==> src/rtl/disp_scan_ctrl.sv <==
// disp_scan_ctrl: time-multiplexes one BCD-to-7-segment decoder across a
// 4-digit common-anode display.
//
// Each digit gets a slot of REFRESH_DIV cycles. During the first BLANK_CYCLES
// cycles of a slot all anodes are off, so the previous digit's code cannot
// ghost onto the next anode. New display data arrives through a load strobe.
// It is held as pending and copied to the active registers only at a frame
// boundary, so a frame never mixes old and new data.
//
// Ports:
//   clk      system clock
//   rst_n    asynchronous active-low reset
//   load     one-cycle strobe; captures value_in, mode_in and lzb_in
//   value_in four BCD digits, [15:12] = digit 3 (leftmost), [3:0] = digit 0
//   mode_in  0 numeric, 1 "GO", 2 "BUS", 3 blank
//   lzb_in   leading-zero blanking enable (numeric mode only)
//   BCDout   code to the decoder: 0-9, 10 G, 11 B, 12 U, 13 F, 14 S, 15 space
//   an       active-low anode enables; an[i] drives digit i
//   busy     a captured load is waiting for a frame boundary
//   err      the committed numeric value contains a nibble > 9
//
// Load handshake states:
//   state    | meaning
//   ST_IDLE  | nothing pending; active registers are current
//   ST_PEND  | pending registers hold a load waiting for the frame boundary
module disp_scan_ctrl #(
    parameter int REFRESH_DIV  = 50000,
    parameter int BLANK_CYCLES = 500
) (
    input  logic        clk,
    input  logic        rst_n,
    input  logic        load,
    input  logic [15:0] value_in,
    input  logic [1:0]  mode_in,
    input  logic        lzb_in,
    output logic [3:0]  BCDout,
    output logic [3:0]  an,
    output logic        busy,
    output logic        err
);

    localparam int CW = (REFRESH_DIV > 1) ? $clog2(REFRESH_DIV) : 1;
    localparam logic [CW-1:0] CNT_MAX   = CW'(REFRESH_DIV - 1);
    localparam logic [CW-1:0] CNT_BLANK = CW'(BLANK_CYCLES);

    localparam logic [1:0] MODE_NUM   = 2'd0;
    localparam logic [1:0] MODE_GO    = 2'd1;
    localparam logic [1:0] MODE_BUS   = 2'd2;
    localparam logic [3:0] CODE_SPACE = 4'd15;

    typedef enum logic {
        ST_IDLE = 1'b0,
        ST_PEND = 1'b1
    } ld_state_e;

    ld_state_e     state_q, state_d;
    logic [CW-1:0] cnt_q, cnt_d;
    logic [1:0]    idx_q, idx_d;
    logic [3:0]    an_q, an_d;
    logic [3:0]    bcd_q, bcd_d;
    logic          err_q, err_d;

    logic [15:0]   pend_val_q, pend_val_d;
    logic [1:0]    pend_mode_q, pend_mode_d;
    logic          pend_lzb_q, pend_lzb_d;

    logic [15:0]   act_val_q, act_val_d;
    logic [1:0]    act_mode_q, act_mode_d;
    logic          act_lzb_q, act_lzb_d;

    logic          tick;
    logic          frame_end;

    // Code shown on digit idx for a given set of display registers.
    function automatic logic [3:0] digit_code(
        input logic [1:0]  mode,
        input logic [15:0] val,
        input logic        lzb,
        input logic [1:0]  idx
    );
        logic [3:0]  nib;
        logic [15:0] upper;
        logic [3:0]  code;
        nib   = val[{idx, 2'b00} +: 4];
        // This digit together with every more significant digit.
        upper = val >> {idx, 2'b00};
        code  = CODE_SPACE;
        case (mode)
            MODE_NUM: begin
                code = (nib > 4'd9) ? CODE_SPACE : nib;
                if (lzb && (idx != 2'd0) && (upper == 16'd0)) begin
                    code = CODE_SPACE;
                end
            end
            MODE_GO: begin
                case (idx)
                    2'd1:    code = 4'd10;
                    2'd0:    code = 4'd0;
                    default: code = CODE_SPACE;
                endcase
            end
            MODE_BUS: begin
                case (idx)
                    2'd2:    code = 4'd11;
                    2'd1:    code = 4'd12;
                    2'd0:    code = 4'd14;
                    default: code = CODE_SPACE;
                endcase
            end
            default: code = CODE_SPACE;
        endcase
        return code;
    endfunction

    function automatic logic value_bad(input logic [1:0] mode, input logic [15:0] val);
        logic bad;
        bad = 1'b0;
        for (int i = 0; i < 4; i++) begin
            if (val[i*4 +: 4] > 4'd9) begin
                bad = 1'b1;
            end
        end
        return (mode == MODE_NUM) && bad;
    endfunction

    always_comb begin
        state_d     = state_q;
        pend_val_d  = pend_val_q;
        pend_mode_d = pend_mode_q;
        pend_lzb_d  = pend_lzb_q;
        act_val_d   = act_val_q;
        act_mode_d  = act_mode_q;
        act_lzb_d   = act_lzb_q;
        err_d       = err_q;

        tick      = (cnt_q == CNT_MAX);
        frame_end = tick && (idx_q == 2'd3);

        cnt_d = tick ? '0 : cnt_q + 1'b1;
        idx_d = tick ? idx_q + 2'd1 : idx_q;

        if (frame_end) begin
            // A load on the boundary itself wins over anything pending.
            if (load) begin
                act_val_d  = value_in;
                act_mode_d = mode_in;
                act_lzb_d  = lzb_in;
                err_d      = value_bad(mode_in, value_in);
            end else if (state_q == ST_PEND) begin
                act_val_d  = pend_val_q;
                act_mode_d = pend_mode_q;
                act_lzb_d  = pend_lzb_q;
                err_d      = value_bad(pend_mode_q, pend_val_q);
            end
            state_d = ST_IDLE;
        end else if (load) begin
            pend_val_d  = value_in;
            pend_mode_d = mode_in;
            pend_lzb_d  = lzb_in;
            state_d     = ST_PEND;
        end

        // Outputs are computed from the next-cycle index and active data so
        // the code and the anode switch on the same edge as the index.
        an_d  = (cnt_d < CNT_BLANK) ? 4'b1111 : ~(4'b0001 << idx_d);
        bcd_d = digit_code(act_mode_d, act_val_d, act_lzb_d, idx_d);
    end

    always_ff @(posedge clk or negedge rst_n) begin
        if (!rst_n) begin
            state_q     <= ST_IDLE;
            cnt_q       <= '0;
            idx_q       <= 2'd0;
            an_q        <= 4'b1111;
            bcd_q       <= CODE_SPACE;
            err_q       <= 1'b0;
            pend_val_q  <= 16'd0;
            pend_mode_q <= 2'd3;
            pend_lzb_q  <= 1'b0;
            act_val_q   <= 16'd0;
            act_mode_q  <= 2'd3;
            act_lzb_q   <= 1'b0;
        end else begin
            state_q     <= state_d;
            cnt_q       <= cnt_d;
            idx_q       <= idx_d;
            an_q        <= an_d;
            bcd_q       <= bcd_d;
            err_q       <= err_d;
            pend_val_q  <= pend_val_d;
            pend_mode_q <= pend_mode_d;
            pend_lzb_q  <= pend_lzb_d;
            act_val_q   <= act_val_d;
            act_mode_q  <= act_mode_d;
            act_lzb_q   <= act_lzb_d;
        end
    end

    assign BCDout = bcd_q;
    assign an     = an_q;
    assign busy   = (state_q == ST_PEND);
    assign err    = err_q;

endmodule

==> config.mk <==
export PLATFORM = sky130hd
export DESIGN_NAME = disp_scan_ctrl
export DESIGN_NICKNAME = d
export VERILOG_FILES = /design/src/rtl/disp_scan_ctrl.sv
export SDC_FILE = /design/constraint.sdc
export NUM_CORES = 1
export LEC_CHECK = 0
export CORE_MARGIN = 10
export CORE_UTILIZATION = 35
export CTS_CLUSTER_DIAMETER = 80
export CTS_CLUSTER_SIZE = 28
export DETAILED_ROUTE_END_ITERATION = 16
export PLACE_DENSITY = 0.52
export SYNTH_ARGS = -nofsm -noshare
export SYNTH_HDL_FRONTEND = slang
export SYNTH_SLANG_ARGS = --single-unit
==> constraint.sdc <==
create_clock -name clk -period 6.2 [get_ports clk]
set_input_delay 1.24 -clock clk [delete_from_list [all_inputs] [get_ports clk]]
set_output_delay 1.24 -clock clk [all_outputs]
set_load 0.01 [all_outputs]
==> impl.org <==
** Power and ir drop
- Post-layout power :: roughly 920 µW
- In this run the power density over the cells is 230 nW/µm².
- IR analysis of the VDD net gives a maximum drop of roughly 0.12 mV.
- For this design the static power due to leakage is around 0.0016 µW.

** Floorplanning
- For this configuration, the core starts out at a cell density of 0.364.
- Placeable Area :: 9330 µm²
- IO Pins :: 32
- The die is ~120 µm wide.
- The die covers around 14,000 µm².
- Row generation in the floorplan step produced 35 rows.
- Die extent in y :: approximately 120 µm

** Yosys
- Post-Syn Nets :: 343
- The Yosys step of the flow raised 0 warnings.
- Among all flip-flop cells after synthesis, the most frequent one is sky130_fd_sc_hd__dfrtp_1.
- For this run, the register share of the synthesized area comes to 0.490.
- Proportion of synthesized flip-flops having asynchronous set or reset :: 1.00
- Counting flops with a built-in enable in the synthesized netlist gives 0.
- Synthesis produced a netlist whose cell count is 319.
- After synthesis the netlist holds a flip-flop and latch count of between 60 and 70.
- The mapped netlist covers approximately 3400 µm².
- Syn Area/Cell :: 10.7 µm²
- Synth cell types :: between 60 and 70

** Route
- The routed design has about 8.4 mm of wire.
- Dividing the detail-routed via count by the number of cells gives ~5.3.
- Routed length per placed instance :: 17.5 µm
- For this run, design rule violations remaining after detail routing come to 0.
- Once detail routing completed, the nets flagged for antenna violations numbered 0.
- First-pass DRT Iterations :: 4
- The first routing iteration left about 130 violations.
- Detailed-route via count :: approximately 2,600

** Critical path
- Category of the worst setup path launch point :: primary input
- Required time at the worst-slack endpoint :: between 6 and 7 ns
- Data arrives at the worst endpoint at roughly 4.2 ns.
- Crit path kind :: in -> reg
- Critical-path maximum fanout :: 23
- Cell at the slowest stage of the critical path :: sky130_fd_sc_hd__clkdlybuf4s50_1
- Critical path cell sequence :: clkdlybuf4s50_1 -> nor2_1 -> a32oi_1 -> nand3_1 -> nor4_4 -> nand3_1 -> a21oi_1 -> nand4b_1 -> a32oi_1
- CP Capture Type :: flip-flop
- The number of cells on the worst reg-to-reg path is 10.
- Slowest Stage Delay on Critical Path :: 1.00 ns
- The setup check on the worst reg-to-reg path leaves a slack of about 3.2 ns.

** Cells and area
- Top library cells by usage in the layout, fill and taps aside :: 54 x sky130_fd_sc_hd__dfrtp_1, 30 x sky130_fd_sc_hd__clkdlybuf4s50_1, 26 x sky130_fd_sc_hd__nor2_1, 25 x sky130_fd_sc_hd__nand2_1, 25 x sky130_fd_sc_hd__nand3_1
- Layout overhead on the synthesized area :: 17.5%
- Filler cell count :: 896
- Fraction of final layout cells with drive strength greater than 1 :: 0.206
- At the end of the flow, the number of nets in the layout was around 370.
- Core utilization of the finished layout :: 0.428
- Most frequent standard cell in the layout excluding fill and tap cells :: sky130_fd_sc_hd__dfrtp_1
- The repair_antennas step left the layout with diodes totalling 0.

** STA
- Hold violation count in the final report :: 0
- For the pin with the worst max-slew slack, the measured transition is 1.01 ns.
- Max-slew violation count :: 0
- Measured against its own limit, the worst slew margin works out to 0.324.
- Setup total negative slack on the finished layout was measured at 0 ns.
- Number of setup violations in the final report :: 0
- Unrepaired setup endpoints after global routing :: false
- Post-layout minimum cycle time :: 3.92 ns
- In the post-route analysis, the smallest setup slack over all paths is between 2 and 2.5 ns.
- In the finished design, the share of the clock period the worst path needs comes to 0.633.
- Between clock sinks in the finished design, the worst skew comes to 0.00933 ns.
- Static timing analysis puts the maximum clock frequency at 255 MHz.

** Placed design
- Worst slack at placement :: between 1.5 and 2 ns
- The congestion estimate from routability-driven global placement came to around 0.8.
- Detailed Place HPWL :: approximately 6 mm
- Port buffer count :: 31

** Clock tree
- Clock-pin slew was measured on the worst setup and hold paths at roughly 0.070 ns.
- Quantity of gates resized following cts :: 0
- The cell sitting at the root of the clock tree is a sky130_fd_sc_hd__clkbuf_8.
- CTS built an H-tree with a depth of 3.
- Source-to-sink clock delay at the later pin of the worst-skew pair :: between 0.3 and 0.4 ns
- Clock tree synthesis inserted a total of 9 buffers.
- Once the clock tree was built, the setup fixing pass inserted 0 buffers.
- Counting every sink on the clock net gives 66.
- Clock tree from TritonCTS :: built
- After clock tree synthesis, the flow added hold-fix buffers numbering 0.
- Maximum buffer depth of the clock tree :: 2

** GRT
- The initial antenna violation count is 0.
- Number of global-route vias before repair :: 2,618
- Wire length of the first global-routing pass :: around 14 mm
- Entering global routing, the biggest net connects between 60 and 70 pins.
- Overall routing resource usage :: 0.121
- Grt ovf :: 0

** Status
- The flow ran to the end, and the final reports show no timing, DRC or antenna violations.

** Hold path
- Worst Hold Depth :: 1
- Worst min-delay path class :: reg -> reg

** Run
- The tool flagged a number of max-cap violations equal to 0.
## cell usage after synthesis, types with 3 or more instances
cell type	n	area share
sky130_fd_sc_hd__o22ai_1	6	0.011
sky130_fd_sc_hd__buf_2	3	0.0044
sky130_fd_sc_hd__a31oi_1	3	0.0055
sky130_fd_sc_hd__inv_1	8	0.0088
sky130_fd_sc_hd__nor2_1	26	0.029
sky130_fd_sc_hd__nand4_1	7	0.013
sky130_fd_sc_hd__a21oi_1	12	0.018
sky130_fd_sc_hd__clkbuf_1	3	0.0033
sky130_fd_sc_hd__a22oi_1	6	0.013
sky130_fd_sc_hd__nand3_2	4	0.012
sky130_fd_sc_hd__nor3_1	5	0.0074
sky130_fd_sc_hd__xor2_1	8	0.021
sky130_fd_sc_hd__and3_1	4	0.0074
sky130_fd_sc_hd__nand2_1	25	0.028
sky130_fd_sc_hd__mux2_2	18	0.060
sky130_fd_sc_hd__buf_6	5	0.017
sky130_fd_sc_hd__dfrtp_1	54	0.40
sky130_fd_sc_hd__a32oi_1	12	0.031
sky130_fd_sc_hd__o21ai_1	4	0.0059
sky130_fd_sc_hd__nand3_1	25	0.037
sky130_fd_sc_hd__dfstp_2	12	0.093
sky130_fd_sc_hd__xnor2_1	6	0.015
sky130_fd_sc_hd__o21ai_0	12	0.018
## sequential cells by signal, summed over array words and instances (netlist names), 2 cells and up
register / flops
an: 4
pend_val_q: 16
cnt_q: 16
BCDout: 4
act_mode_q: 2
pend_mode_q: 2
idx_q: 2
act_val_q: 16
## through the flow
| step | area (µm²) | hold WS (ns) | cells |
|---|---|---|---|
| after floorplan | 3400 | 0.425 | 319 |
| after global placement | 3770 | 0.450 | 467 |
| after detailed placement | 3770 | 0.458 | 467 |
| after CTS | 3990 | 0.468 | 483 |
| after global routing | 3990 | 0.508 | 483 |
| final | 3990 | 0.469 | 483 |
## where the power goes
group | internal, µW | switching (µW)
combinational | 27.0 | 29.3
clock | 238 | 170
sequential | 444 | 10.1
## critical path: cells and delay by family
| kind | cells | cell delay [ns] |
|---|---|---|
| and+or+nand+nor | 5 | 1.25 |
| buffers and inverters | 1 | 1.00 |
| AOI/OAI and AO/OA | 3 | 0.68 |
## kinds of logic after synthesis
kind of cell,synth area share
buffers and inverters,0.0427
XOR/XNOR,0.0409
AND/OR/NAND/NOR,0.214
flip-flops,0.490
AO/OA/AOI/OAI,0.138
multiplexers,0.0666
adder cells (fa/ha/maj),0.00736
## layer usage
| layer | GRT usage | vias up | wire length (µm) |
|---|---|---|---|
| li1 | - | 1239 | - |
| met4 | 0.0344 | 0 | 68 |
| met3 | 0.0362 | 4 | 301 |
| met1 | 0.169 | 1279 | 4380 |
| met5 | 0 | - | 0 |
| met2 | 0.174 | 45 | 3690 |
## layout make-up
type / instances / area, µm² / area share
Tap cell: 129 / 161 / 0.0404
Clock buffer: 10 / 138 / 0.0345
Inverter: 10 / 40.0 / 0.0100
Clock inverter: 6 / 88.8 / 0.0222
Multi-Input combinational cell: 230 / 1590 / 0.397
Timing Repair Buffer: 32 / 313 / 0.0783
Sequential cell: 66 / 1670 / 0.417
## path summary, 6_finish.rpt
path	endpoint	startpoint
min	cnt_q[0]	cnt_q[0]
min reg2reg	cnt_q[0]	cnt_q[0]
min in group asynchronous	pend_val_q[10]	rst_n
max in group asynchronous	pend_val_q[7]	rst_n
max reg2reg	BCDout[1]	idx_q[0]
max	BCDout[1]	load
Note: power is estimated with default switching activity, not from simulation.
